<file path="src/rtl/mux4_rr_scheduler.sv">
// Round-robin owner scheduler for a 4-to-1, W-bit selection datapath with bounded dwell and a guard cycle.
// Optional build macro: MUX_SCHED_FIXED_PRI_EN selects fixed U>V>W>X priority instead of round-robin.
module mux4_rr_scheduler #(
  parameter int W           = 2,
  parameter int HOLD_CYCLES = 8
) (
  input  logic           Clock,
  input  logic           Resetn,
  input  logic [3:0]     req,
  input  logic [4*W-1:0] din,
  output logic [3:0]     grant,
  output logic [1:0]     sel,
  output logic [W-1:0]   m_out,
  output logic           m_valid,
  output logic           busy
);

  typedef enum logic [1:0] {
    ST_IDLE  = 2'd0,
    ST_GRANT = 2'd1,
    ST_GUARD = 2'd2
  } state_t;

  localparam logic [7:0] CNT_MAX = 8'(HOLD_CYCLES - 1);

  state_t         state_r, state_s;
  logic [3:0]     req_r;
  logic [3:0]     grant_r, grant_s;
  logic [1:0]     sel_r, sel_s;
  logic [7:0]     cnt_r, cnt_s;
  logic [W-1:0]   m_out_r, m_out_s;
  logic           m_valid_r, m_valid_s;
  logic           busy_r, busy_s;
  logic [1:0]     win_s;
  logic           others_s;
  logic           start_s;

  assign start_s  = (state_r == ST_IDLE) && (req_r != 4'b0000);
  assign others_s = |(req_r & ~grant_r);

`ifdef MUX_SCHED_FIXED_PRI_EN
  function automatic logic [1:0] fixed_pick(input logic [3:0] r);
    logic [1:0] win;
    win = 2'd0;
    for (int i = 3; i >= 0; i--) begin
      if (r[i]) begin
        win = 2'(i);
      end else begin
        win = win;
      end
    end
    return win;
  endfunction

  assign win_s = fixed_pick(req_r);
`else
  function automatic logic [1:0] rr_pick(input logic [3:0] r, input logic [1:0] ptr);
    logic [1:0] idx;
    logic [1:0] win;
    logic       found;
    win   = ptr;
    found = 1'b0;
    for (int i = 1; i <= 4; i++) begin
      idx = ptr + 2'(i);
      if (!found && r[idx]) begin
        win   = idx;
        found = 1'b1;
      end else begin
        found = found;
      end
    end
    return win;
  endfunction

  logic [1:0] ptr_r, ptr_s;

  assign win_s = rr_pick(req_r, ptr_r);

  // Pointer moves to the winner at the moment the grant is issued
  always_comb begin
    ptr_s = ptr_r;
    if (start_s) begin
      ptr_s = win_s;
    end else begin
      ptr_s = ptr_r;
    end
  end

  // Round-robin pointer register; reset value lets U win first contention
  always_ff @(posedge Clock or negedge Resetn) begin
    if (!Resetn) begin
      ptr_r <= 2'd3;
    end else begin
      ptr_r <= ptr_s;
    end
  end
`endif

  // Next-state and next-output logic; outputs are computed for the upcoming state
  always_comb begin
    state_s   = state_r;
    grant_s   = grant_r;
    sel_s     = sel_r;
    cnt_s     = cnt_r;
    m_out_s   = m_out_r;
    m_valid_s = 1'b0;
    case (state_r)
      ST_IDLE: begin
        if (start_s) begin
          state_s = ST_GRANT;
          grant_s = 4'b0001 << win_s;
          sel_s   = win_s;
          cnt_s   = 8'd0;
        end else begin
          state_s = ST_IDLE;
          grant_s = 4'b0000;
        end
      end
      ST_GRANT: begin
        if (!req_r[sel_r] || ((cnt_r == CNT_MAX) && others_s)) begin
          state_s = ST_GUARD;
          grant_s = 4'b0000;
        end else begin
          state_s   = ST_GRANT;
          m_out_s   = din[int'(sel_r)*W +: W];
          m_valid_s = 1'b1;
          if (cnt_r != CNT_MAX) begin
            cnt_s = cnt_r + 8'd1;
          end else begin
            cnt_s = cnt_r;
          end
        end
      end
      ST_GUARD: begin
        state_s = ST_IDLE;
        grant_s = 4'b0000;
      end
      default: begin
        state_s = ST_IDLE;
        grant_s = 4'b0000;
      end
    endcase
    busy_s = (state_s != ST_IDLE);
  end

  // Request capture stage keeps req off every output path
  always_ff @(posedge Clock or negedge Resetn) begin
    if (!Resetn) begin
      req_r <= 4'b0000;
    end else begin
      req_r <= req;
    end
  end

  // FSM state and registered outputs
  always_ff @(posedge Clock or negedge Resetn) begin
    if (!Resetn) begin
      state_r   <= ST_IDLE;
      grant_r   <= 4'b0000;
      sel_r     <= 2'd0;
      cnt_r     <= 8'd0;
      m_out_r   <= '0;
      m_valid_r <= 1'b0;
      busy_r    <= 1'b0;
    end else begin
      state_r   <= state_s;
      grant_r   <= grant_s;
      sel_r     <= sel_s;
      cnt_r     <= cnt_s;
      m_out_r   <= m_out_s;
      m_valid_r <= m_valid_s;
      busy_r    <= busy_s;
    end
  end

  assign grant   = grant_r;
  assign sel     = sel_r;
  assign m_out   = m_out_r;
  assign m_valid = m_valid_r;
  assign busy    = busy_r;

endmodule

</file>
<file path="config.mk">
export PLATFORM = sky130hd
export DESIGN_NAME = mux4_rr_scheduler
export DESIGN_NICKNAME = d
export VERILOG_FILES = /design/src/rtl/mux4_rr_scheduler.sv
export SDC_FILE = /design/constraint.sdc
export NUM_CORES = 1
export LEC_CHECK = 0
export ABC_AREA = 1
export CAP_MARGIN = 25
export CORE_MARGIN = 4
export CORE_UTILIZATION = 35
export CTS_CLUSTER_DIAMETER = 150
export DETAILED_ROUTE_END_ITERATION = 8
export HOLD_SLACK_MARGIN = 0.05
export MAX_ROUTING_LAYER = met4
export PLACE_DENSITY = 0.58
export SETUP_SLACK_MARGIN = 0.05
export SLEW_MARGIN = 20
export SYNTH_ARGS = -nofsm -noshare
export SYNTH_HDL_FRONTEND = slang
export SYNTH_SLANG_ARGS = --single-unit
</file>
<file path="constraint.sdc">
create_clock -name Clock -period 5 [get_ports Clock]
set_clock_uncertainty 0.05 [all_clocks]
set_input_delay 1 -clock Clock [delete_from_list [all_inputs] [get_ports Clock]]
set_output_delay 1 -clock Clock [all_outputs]
set_load 0.005 [all_outputs]
</file>
# After elaboration in Yosys (flattened, before gate mapping)
# Cells that the tools add are included.
# classes
n_addsub	4
magnitude_cmp	5
eq_ne	7
shifts	2
n_mux	29
n_bitwise	3
reduce_logical	18
# op_table
cell	n
two-way mux 8 bit	3
one-hot mux 8 bit (2 select lines)	1
< comparator 2 x 3 -> 1 bit, second input constant	5
two-way mux 1 bit	11
binary-select mux 1 bit (select 2 bit)	5
two-way mux 2 bit	5
adder 8 x 1 -> 8 bit, second input constant	1
== test 8 x 3 -> 1 bit, second input constant	1
two-way mux 4 bit	2
inequality test 2 bit, second input constant	4
inequality test 8 x 3 -> 1 bit, second input constant	1
one-hot mux 4 bit (2 select lines)	1
variable part select 8 x 4 -> 2 bit	1
logical AND 1 bit	5
adder 2 bit, second input constant	2
bitwise AND 4 bit	1
logical NOT 1 bit	4
NOT 4 bit	1
one-hot mux 2 bit (2 select lines)	1
AND reduction 2 bit	2
AND reduction 4 bit	1
nonzero test 2 bit	2
nonzero test 4 bit	1
OR reduction 4 bit	1
6 further kinds	6
# totals
regBits	26
inputBits	14
output_inout_bits	10

# Depth between registers and ports, before layout
# logic_depth
depth_word	16
ltp_mapped	13
depth_no_buf	12

# Worst setup path after synthesis
# Ideal clock, no wire load.
# synth_timing
path_type	flip-flop to flip-flop
startpoint	register cnt_r[0]
endpoint	register cnt_r[3]
arrival_time_ns	1.423
t_required_ns	4.833
slack_ns	3.410
path_stages_with_launch	9
path_cell_list	dfrtp_1 ha_1 nand2_1 inv_1 and3_2 o21ai_2 nand2_4 nand2_1 nand2_1
# synth_between
elab_chain_cells	5
word_cells_on_any_way	11
# synth_rtl
item	line_no	source
from (decl)	30	logic [7:0] cnt_r, cnt_s;
from (signal assigned)	169	cnt_r <= cnt_s;
branches (longest 5 deep; another with adder 8 x 1 -> 8 bit)	n/a	
# Several ways; the timed one is not identified. The select of a mux whose other input is x is not followed.
# A chain may end at the register's enable or synchronous reset.

# Final worst setup path
# layout_timing
startpoint	register sel_r[0], in the netlist sel[0]
endpoint	output sel[0]
# layout_lines
item	line_no	source
from (decl)	29	logic [1:0] sel_r, sel_s;
from (signal assigned)	168	sel_r <= sel_s;
to (decl)	12	output logic [1:0] sel,
# No word-level cell between the ends.

==> impl_summary.txt <==
----------------------------------------------------
[Status]
  Status ... completed

[Critical path]
  Critical path depth in cells ... 1
  Worst path top cell family by delay ... buffers and inverters
  Stage delay of the slowest cell on the critical path ... 0.56 ns
  R2R cell count ... 8
  Worst path cell trace ... clkdlybuf4s50_1
  Peak fanout along the critical path ... 9
  Endpoint kind of the worst setup timing path ... output pin
  CP max-delay cell ... sky130_fd_sc_hd__clkdlybuf4s50_1
  Reg-to-reg critical path startpoint ... cnt_r[0]$_DFFE_PN0P_
  CP Data Arrival Time ... 1.33 ns
  Type of the setup path with the least slack ... reg -> out
  Launch point of the critical path ... sel[0]$_DFFE_PN0P_
  Combined buffer and inverter count along the critical path ... 1
  Required time at the worst-slack endpoint ... 3.95 ns
  Element type at the critical path start ... flip-flop

[Synthesis]
  Mean cell area of the mapped netlist ... 7.62 µm²
  Main combinational cell family by area after synthesis ... simple AND/OR/NAND/NOR gates
  Adder-cell share of the synthesized area ... 0.778%
  Netlist area before placement ... 0.00161 mm²
  Post-Synth Simple-Gate Area ... 42.4%
  Post-synthesis compound-gate area fraction ... 6.54%
  Number of warning messages in the yosys log ... 0
  Syn nets ... 226
  Multiplexer area fraction after synthesis ... 0%
  Share of the yosys chip area belonging to registers ... 40.6%
  Area share of xor/xnor cells in the synthesized design ... 2.72%
  Number of different library cells in the post-synthesis netlist ... 28
  Register bit count reported by yosys ... 26
  Synth Instances ... 211

[Floorplanning]
  Starting density of the core ... 36.4%
  I/O pin count ... 24
  Core area ... 0.00441 mm²
  Die span in x ... 75.8 µm
  Chip Height ... 75.8 µm
  Die ar. ... 0.00574 mm²
  Total number of placement rows ... 24

[Clock network]
  CTS H-Tree Depth ... 1
  Latest clock arrival within the worst-skew pair ... 0.27 ns
  Root buffer cell ... sky130_fd_sc_hd__clkbuf_8
  Post-cts sizing count ... 0
  CTS tree ... done
  # hold bufs at CTS ... 0
  Clk sink count ... 26
  Post CTS Setup Buffer Count ... 0
  CTS Buf Count ... 3
  Longest Clk Path Bufs ... 2
  Clock Pin Slew Worst Setup and Hold Paths ... 0.09 ns

[Pwr]
  Power per cell area ... 588 mW/mm²
  Leakage ... 0.996 nW
  IR Drop Worst-Case VDD ... 168 µV

[GRT]
  Global route total overflow ... 0
  Antenna violations before repair ... 0
  Number of global-route vias before repair ... 1288
  Total global routing track utilization ... 13.9%
  Pin count of the biggest net entering global routing ... 27
  Global-route wire length before repair ... 5960 µm

[STA]
  Fmax ... 421 MHz
  Final Cycle Share ... 47.5%
  TNS Setup ... 0 ns
  Relative slew slack ... 66.5%
  Final count of pins violating max slew ... 0
  Number of failing hold endpoints at the final stage ... 0
  Hold Slack ... 0.460 ns
  Setup-violating endpoint count in the final report ... 0
  Unrepaired setup endpoints after global routing ... false
  Tightest Pin Transition ... 0.502 ns
  Final worst slack ... 2.62 ns
  Period minus WS final ... 2.38 ns

[Cells and area]
  Filler instances ... 444
  Final instance count without filler cells ... 288
  Ant. Diodes ... 0
  Area Growth Syn to Fin ... 20.6%
  Final nets ... 252
  Fraction of layout cells with a size suffix above 1 ... 16.9%

[Routing]
  Residual DRC count ... 0
  Total routed wirelength ... 3560 µm
  Count of antenna-violating nets left after detailed routing ... 0
  Vias per std cell ... 4.74
  First-iteration detailed-routing DRC count ... 61
  Total number of vias ... 1364
  Routed length per instance ... 12.4 µm
  Drt first pass iters ... 4

[Min path]
  Count of cells along the worst hold path ... 2
  Hold/Removal Path Class ... reg -> reg
  Start point of the worst min-delay path ... cnt_r[1]$_DFFE_PN0P_

[Placed design]
  HPWL reported at the end of detailed placement ... 2660 µm
  Number of buffers inserted by port buffering ... 23
  Worst slack at placement ... 2.92 ns
  Number of cells after detailed placement ... 284
  Placer's final routability congestion estimate ... 0.808

[Job]
  Max-capacitance violation count ... 0

----------------------------------------------------
[cell usage after synthesis, drive strengths merged]
cell type  count  area [µm²]
nand2         93         442
ha             1        12.5
o21ai         11        58.8
o22ai          3        18.8
and3           1        7.51
dfstp          2        52.6
clkbuf         1        3.75
xor2           3        26.3
inv           20        85.1
xnor2          2        17.5
nand4          3        18.8
nor3           3        15.0
a21oi          2        10.0
buf            2        22.5
o32ai          2        17.5
dfrtp         24         601
nor2          22         106
nand3         16        92.6
[path summary, 6_finish.rpt]
kind / end / slack [ns]
min in group asynchronous: state_r[1]$_DFF_PN0_ / 1.04
max in group asynchronous: ptr_r[0]$_DFFE_PN1N_ / 3.56
setup / recovery: sel[0] / 2.62
hold / removal: cnt_r[1]$_DFFE_PN0P_ / 0.46
hold reg to reg: cnt_r[1]$_DFFE_PN0P_ / 0.46
setup reg to reg: cnt_r[1]$_DFFE_PN0P_ / 3.19
[worst min-delay path, cell delays in order, from the launching register on]
cell and delay (ns):
sky130_fd_sc_hd__dfrtp_1 0.37, sky130_fd_sc_hd__nand2_1 0.06, sky130_fd_sc_hd__nand2_1 0.05
[final cells by class]
type / count / area, µm² / area share [%]
sequential: 26 / 653 / 33.7
clock buffer: 4 / 55.1 / 2.84
inverter: 20 / 85.1 / 4.39
multi-input combinational: 162 / 843 / 43.5
timing repair buffer: 24 / 238 / 12.3
tap: 52 / 65.1 / 3.35
[flip-flops by register name, summed over array words and instances, names as in the netlist]
| name | cells |
|---|---|
| ptr_r | 2 |
| cnt_r | 8 |
| state_r | 2 |
| req_r | 4 |
| grant | 4 |
| busy | 1 |
| sel | 2 |
| m_valid | 1 |
| m_out | 2 |
[layer usage]
| layer | vias up | wire length (µm) | part of all wire, % | global-route usage (%) |
|---|---|---|---|---|
| met1 | 615 | 1800 | 51 | 19.3 |
| met4 | 0 | 19 | 0.53 | 2.91 |
| met2 | 31 | 1530 | 43 | 20.3 |
| li1 | 716 | - | - | - |
| met3 | 2 | 211 | 5.9 | 3.56 |
| met5 | - | 0 | 0 | - |
[power breakdown]
group / total [mW] / switching, mW / internal (mW)
registers: 0.343 / 0.0671 / 0.276
logic: 0.663 / 0.419 / 0.244
clock network: 0.134 / 0.0637 / 0.0703
[layout by cell type, fill, tap and decap left out, drive strengths merged]
cell	count
nand2	93
dfrtp	24
clkdlybuf4s50	23
nor2	22
inv	20
nand3	16
o21ai	11
clkbuf	4
nor3	3
o22ai	3
nand4	3
xor2	3
a21oi	2
xnor2	2
o32ai	2
dfstp	2
and3	1
ha	1
buf	1
[kinds of logic (layout without fill, tap and decap cells)]
family / after synthesis / after routing
compound gates: 18 / 18
xor+xnor: 5 / 5
fa+ha+maj: 1 / 1
buf+inv: 23 / 48
flops: 26 / 26
simple gates: 138 / 138
[per-stage QoR]
stage                     util (%)  total power, mW  instance area [µm²]
after floorplan                  -            0.843                 1610
after global placement        42.7             1.01                 1880
after detailed placement      42.7             1.02                 1880
after CTS                     43.9             1.16                 1940
after global routing          43.9             1.24                 1940
final                         43.9             1.14                 1940
(Power assumes the default switching activity.)
